`src/rtl/muldiv_unit.sv`:
```
// muldiv_unit: iterative RV32M multiply/divide unit.
// Accepts one operation per Start in IDLE, runs 32 shift-add (multiply) or
// restoring shift-subtract (divide) iterations, then pulses Done/RegWrite for
// one cycle with the sign-corrected Result and the captured WriteReg tag.
// Ports:
//   clock, reset_n        : clock, asynchronous active-low reset
//   Start, Funct3         : request (sampled in IDLE only), RV32M funct3
//   Data1, Data2, RdIn    : rs1/rs2 operands and destination tag
//   Busy, Done, RegWrite  : state != IDLE, one-cycle completion strobe (x2)
//   Result, WriteReg      : registered result and tag, held until next op
// Optional build macro MULDIV_EARLY_OUT_EN: divide-by-zero, signed overflow
// and multiply-by-zero skip CALC and complete one cycle after Start.
module muldiv_unit #(
    parameter int unsigned XLEN       = 32,
    parameter int unsigned REG_ADDR_W = 6
) (
    input  logic                  clock,
    input  logic                  reset_n,
    input  logic                  Start,
    input  logic [2:0]            Funct3,
    input  logic [XLEN-1:0]       Data1,
    input  logic [XLEN-1:0]       Data2,
    input  logic [REG_ADDR_W-1:0] RdIn,
    output logic                  Busy,
    output logic                  Done,
    output logic [XLEN-1:0]       Result,
    output logic [REG_ADDR_W-1:0] WriteReg,
    output logic                  RegWrite
);

    localparam int unsigned CNT_W = $clog2(XLEN);
    localparam int unsigned ACC_W = 2 * XLEN;

    typedef enum logic [1:0] {IDLE, CALC, DONE} state_t;

    state_t             state_q, state_d;
    logic [2:0]         op_q;
    logic [XLEN-1:0]    opb_q;   // multiplicand or divisor magnitude
    logic [ACC_W-1:0]   acc_q;   // mul: {partial hi, multiplier}; div: {rem, quo}
    logic               neg_q;
    logic [CNT_W-1:0]   cnt_q;
    logic               done_q;

    logic               a_signed_c, b_signed_c, a_neg_c, b_neg_c, neg_c;
    logic [XLEN-1:0]    a_mag_c, b_mag_c;
    logic               early_c;
    logic [XLEN-1:0]    early_res_c;
    logic [XLEN:0]      mul_sum_c;
    logic [XLEN:0]      div_trial_c;
    logic               div_ge_c;
    logic [XLEN-1:0]    div_rem_c;
    logic [ACC_W-1:0]   acc_nxt_c;
    logic [ACC_W-1:0]   prod_c;
    logic [XLEN-1:0]    res_c;
    logic               last_iter_c;

    // Operand magnitudes and result sign captured at Start
    always_comb begin
        a_signed_c = 1'b0;
        b_signed_c = 1'b0;
        case (Funct3)
            3'b000, 3'b001, 3'b100, 3'b110: begin
                a_signed_c = 1'b1;
                b_signed_c = 1'b1;
            end
            3'b010:  a_signed_c = 1'b1;
            default: ;
        endcase
        a_neg_c = a_signed_c & Data1[XLEN-1];
        b_neg_c = b_signed_c & Data2[XLEN-1];
        a_mag_c = a_neg_c ? -Data1 : Data1;
        b_mag_c = b_neg_c ? -Data2 : Data2;
        // Quotient sign ignores a zero divisor; remainder follows the dividend
        if (Funct3 == 3'b100)
            neg_c = (a_neg_c ^ b_neg_c) & (|Data2);
        else if (Funct3[2] & Funct3[1])
            neg_c = a_neg_c;
        else
            neg_c = a_neg_c ^ b_neg_c;
    end

`ifdef MULDIV_EARLY_OUT_EN
    // Special cases resolvable directly from the operands
    always_comb begin
        early_c     = 1'b0;
        early_res_c = '0;
        if (Funct3[2]) begin
            if (Data2 == '0) begin
                early_c     = 1'b1;
                early_res_c = Funct3[1] ? Data1 : '1;
            end else if (!Funct3[0] && (Data1 == {1'b1, {(XLEN-1){1'b0}}}) && (Data2 == '1)) begin
                early_c     = 1'b1;
                early_res_c = Funct3[1] ? '0 : Data1;
            end
        end else if ((Data1 == '0) || (Data2 == '0)) begin
            early_c = 1'b1;
        end
    end
`else
    assign early_c     = 1'b0;
    assign early_res_c = '0;
`endif

    // One iteration of shift-add multiply or restoring divide
    always_comb begin
        mul_sum_c   = {1'b0, acc_q[ACC_W-1:XLEN]} + (acc_q[0] ? {1'b0, opb_q} : '0);
        div_trial_c = acc_q[ACC_W-1:XLEN-1];
        div_ge_c    = (div_trial_c >= {1'b0, opb_q});
        div_rem_c   = div_ge_c ? XLEN'(div_trial_c - {1'b0, opb_q}) : div_trial_c[XLEN-1:0];
        if (op_q[2])
            acc_nxt_c = {div_rem_c, acc_q[XLEN-2:0], div_ge_c};
        else
            acc_nxt_c = {mul_sum_c, acc_q[XLEN-1:1]};
    end

    // Sign correction and result selection from the final iteration
    always_comb begin
        prod_c = neg_q ? -acc_nxt_c : acc_nxt_c;
        case (op_q)
            3'b000:         res_c = prod_c[XLEN-1:0];
            3'b100, 3'b101: res_c = neg_q ? -acc_nxt_c[XLEN-1:0] : acc_nxt_c[XLEN-1:0];
            3'b110, 3'b111: res_c = neg_q ? -acc_nxt_c[ACC_W-1:XLEN] : acc_nxt_c[ACC_W-1:XLEN];
            default:        res_c = prod_c[ACC_W-1:XLEN];
        endcase
    end

    assign last_iter_c = (cnt_q == CNT_W'(XLEN - 1));

    // Next-state logic
    always_comb begin
        state_d = state_q;
        case (state_q)
            IDLE: if (Start) state_d = early_c ? DONE : CALC;
            CALC: if (last_iter_c) state_d = DONE;
            DONE: state_d = IDLE;
            default: state_d = IDLE;
        endcase
    end

    // State, datapath and registered outputs
    always_ff @(posedge clock or negedge reset_n) begin
        if (!reset_n) begin
            state_q  <= IDLE;
            op_q     <= '0;
            opb_q    <= '0;
            acc_q    <= '0;
            neg_q    <= 1'b0;
            cnt_q    <= '0;
            done_q   <= 1'b0;
            Busy     <= 1'b0;
            Result   <= '0;
            WriteReg <= '0;
        end else begin
            state_q <= state_d;
            Busy    <= (state_d != IDLE);
            done_q  <= (state_d == DONE);
            case (state_q)
                IDLE: if (Start) begin
                    op_q     <= Funct3;
                    opb_q    <= b_mag_c;
                    acc_q    <= {{XLEN{1'b0}}, a_mag_c};
                    neg_q    <= neg_c;
                    cnt_q    <= '0;
                    WriteReg <= RdIn;
                    if (early_c) Result <= early_res_c;
                end
                CALC: begin
                    acc_q <= acc_nxt_c;
                    cnt_q <= cnt_q + CNT_W'(1);
                    if (last_iter_c) Result <= res_c;
                end
                default: ;
            endcase
        end
    end

    assign Done     = done_q;
    assign RegWrite = done_q;

endmodule
```
`config.mk`:
```
export PLATFORM = sky130hd
export DESIGN_NAME = muldiv_unit
export DESIGN_NICKNAME = d
export VERILOG_FILES = /design/src/rtl/muldiv_unit.sv
export SDC_FILE = /design/constraint.sdc
export NUM_CORES = 1
export LEC_CHECK = 0
export CORE_ASPECT_RATIO = 1.1
export CORE_MARGIN = 5
export CORE_UTILIZATION = 45
export DETAILED_ROUTE_END_ITERATION = 10
export HOLD_SLACK_MARGIN = 0.08
export PLACE_DENSITY = 0.74
export SYNTH_ARGS = -nofsm -noshare
export SYNTH_HDL_FRONTEND = slang
export SYNTH_SLANG_ARGS = --single-unit
```
`constraint.sdc`:
```
create_clock -name clock -period 12.7 [get_ports clock]
set_input_delay 2.54 -clock clock [delete_from_list [all_inputs] [get_ports clock]]
set_output_delay 2.54 -clock clock [all_outputs]
set_load 0.02 [all_outputs]
```
==> results.md <==
- Status: complete, no violations
- Largest net degree at the start of global routing: 94
- Port bufs: between 100 and 150
- Slew Limit Fails: 0
- RSZ-0062 raised after global routing: false
- WHS Path Cells: 2
- CTS tree: built
- Sequential share of the synthesized area: about a quarter
- Max_slew headroom: 27.4%
- Post-CTS setup buffers: 0
- CTS Buf Count: 17
- Final-report hold violation count: 0
- Peak fanout along the critical path: 19
- Post-route DRC violation count: 0
- Worst Setup SP: acc_q[40]
- Synthesized instance count: roughly 1.9k
- Vias per inst: around 6.5
- Worst EP arrival: between 6 and 7 ns
- Period utilization: roughly 48%
- Critical path capture point type: flip-flop
- H-tree depth: 4
- Post-route ant nets: 0
- Vias in the first global route: roughly 15k
- Setup TNS: 0 ns
- Full die area: between 30000 and 40000 um^2
- Most common cell in the netlist: nand2_1
- CP startpoint kind: flip-flop
- Die H: approximately 200 um
- CTS sink cnt: between 100 and 150
- Ports: 117
- Syn nets: ~2.1k
- # resized after CTS: 0
- Critical path class: reg -> reg
- Avg WL per Cell: roughly 23 um
- CTS clk-pin slew, worst paths: about 0.07 ns
- DRT iter0 DRCs: 1504
- Syn-to-layout area delta: 13.4%
- WL final: approximately 56 mm
- Remaining global-route overflow: 0
- Post-synth EDFFs: 0
- First-pass GRT wire length: just under 90 mm
- Commonest cells post-synth: nand2_1 (264), o21ai_0 (164), dfrtp_1 (147), nor2_1 (147), a21oi_1 (127)
- Tmin final: between 6 and 7 ns
- Hold WC Path Type: reg -> reg
- Util after Layout: between 50 and 60%
- Worst-case clock buffer depth: 2
- Synth unique cells: between 100 and 150
- Ys Warns: 0
- Least-Margin Pin Slew: ~1.1 ns
- Initial antenna violation count: 0
- GRT Total Usage: around 30%
- Initial core utilization: 45.3%
- Std-Cell Rows: 70
- Post-synth top area share: 24.6%
- Mapped Area: 14900 um^2
- Area leader, netlist: dfrtp_1
- Synth Register Bits: about 150
- Drt first pass iters: 8
- Synth area leaders: dfrtp_1 (25%), nand2_1 (6.6%), ha_1 (5.9%)
- Final nets: 2135
- Final setup vio count: 0
- Slowest CP cell: ha_1
- Worst R2R Path Depth: 19
- Core area: around 33000 um^2
- Syn Area/Cell: between 7 and 8 um^2
- Fmax: about 0.16 GHz
- Hpwl dp: ~43 mm
- Antenna diodes: 0
- Die width: about 180 um
- CTS root buf: clkbuf_16
- Crit-path max cell delay: 0.54 ns
- DR vias: ~16k
- Worst reg2reg startpoint: acc_q[40]
- Crit-path cells: ha_1, nand4_1, nor4_2, a31oi_2, o211a_1, nand2_2, o21ai_0, o22ai_1, ha_1, nand2_1, nor3b_1, nor2b_1, a31oi_1, a211oi_1, nand4b_1, nor2_1, a311o_1, a21oi_1, nor4_2
- Asr flop ratio synth: 100%
- Max cap viols: 0
- CP required: between 10 and 15 ns
- RePlAce Congestion: about 1.0
- Hold_sp: Result[5]
- Main flop type after synthesis: dfrtp_1
- Hold-fix buffers at CTS: 0
- Clock skew: 0.00985 ns
- Layout cells sized above 1: 6.10%
- Worst-Skew Late Latency: 0.45 ns
worst max-delay path, delay by kind of cell (launching register included):
family / cells / cell delay [ns]
adder cells (fa/ha/maj): 2 / 0.86
flip-flops: 1 / 0.45
AO/OA/AOI/OAI: 8 / 1.80
AND/OR/NAND/NOR: 9 / 2.93
placed cells by master, fill, tap and decap left out, drive strengths merged, types with 12 or more instances in the layout:
| cell | instances |
|---|---|
| nand4 | 29 |
| a221oi | 16 |
| o31ai | 25 |
| a211oi | 19 |
| dfrtp | 147 |
| o221ai | 34 |
| nor2 | 148 |
| xor2 | 53 |
| nand3 | 35 |
| a21o | 24 |
| a22o | 16 |
| mux2i | 45 |
| o21ai | 173 |
| xnor2 | 98 |
| nand2 | 266 |
| a31oi | 30 |
| nor3 | 50 |
| and2 | 42 |
| nor4 | 25 |
| buf | 23 |
| o22ai | 14 |
| clkdlybuf4s50 | 115 |
| o211ai | 23 |
| clkbuf | 19 |
| inv | 77 |
| or3 | 20 |
| nor2b | 12 |
| nand2b | 21 |
| a21oi | 130 |
| ha | 70 |
| and3 | 14 |
final timing paths:
check | endpoint | slack (ns)
max reg2reg | Result[30] | 6.57
max | Result[30] | 6.57
min in group asynchronous | WriteReg[0] | 2.18
min | Result[5] | 0.48
max in group asynchronous | Done | 9.10
min reg2reg | Result[5] | 0.48
kinds of logic (layout without fill, tap and decap cells):
kind of cell             after synthesis  in the layout  synth area share, %
adder cells (fa/ha/maj)               72             72                 6.13
flip-flops                           147            147                 24.6
XOR/XNOR                             151            151                 8.85
AO/OA/AOI/OAI                        626            626                 28.8
buffers and inverters                186            245                 4.97
multiplexers                          52             52                 3.54
AND/OR/NAND/NOR                      707            707                 23.1
state kept, by name (all words and copies together), names as in the netlist:
signal / cells
cnt_q: 5
Done: 1
state_q: 2
WriteReg: 6
acc_q: 64
opb_q: 32
Result: 32
Busy: 1
neg_q: 1
op_q: 3
stage by stage:
stage	instances	setup WS (ns)	hold slack, ns	instance area (um^2)
floorplan	1941	7.67	0.449	14900
detailed placement	2400	6.54	0.465	16400
finish	2432	6.57	0.478	16900
global placement	2400	6.63	0.460	16400
CTS	2432	6.73	0.481	16900
global route	2432	6.16	0.499	16900
cell type report:
class	instances	area, um^2
repair buffers	138	1330
well taps	432	541
clock buffers	19	443
clock inverters	13	129
inverters	75	282
flip-flops and latches	147	3680
multi-input cells	1608	10500
fillers	3192	16100
layer usage:
layer | share of wire [%] | GRT usage [%] | wire length (um)
met3 | 7.1 | 4.12 | 3920
met1 | 41 | 38.5 | 22500
met4 | 6.0 | 15.0 | 3360
met5 | 0 | 0 | 0
met2 | 46 | 47.9 | 25800
Power is not shown: default switching activity piles up to over one toggle a cycle in this logic, so the estimate is an artifact.
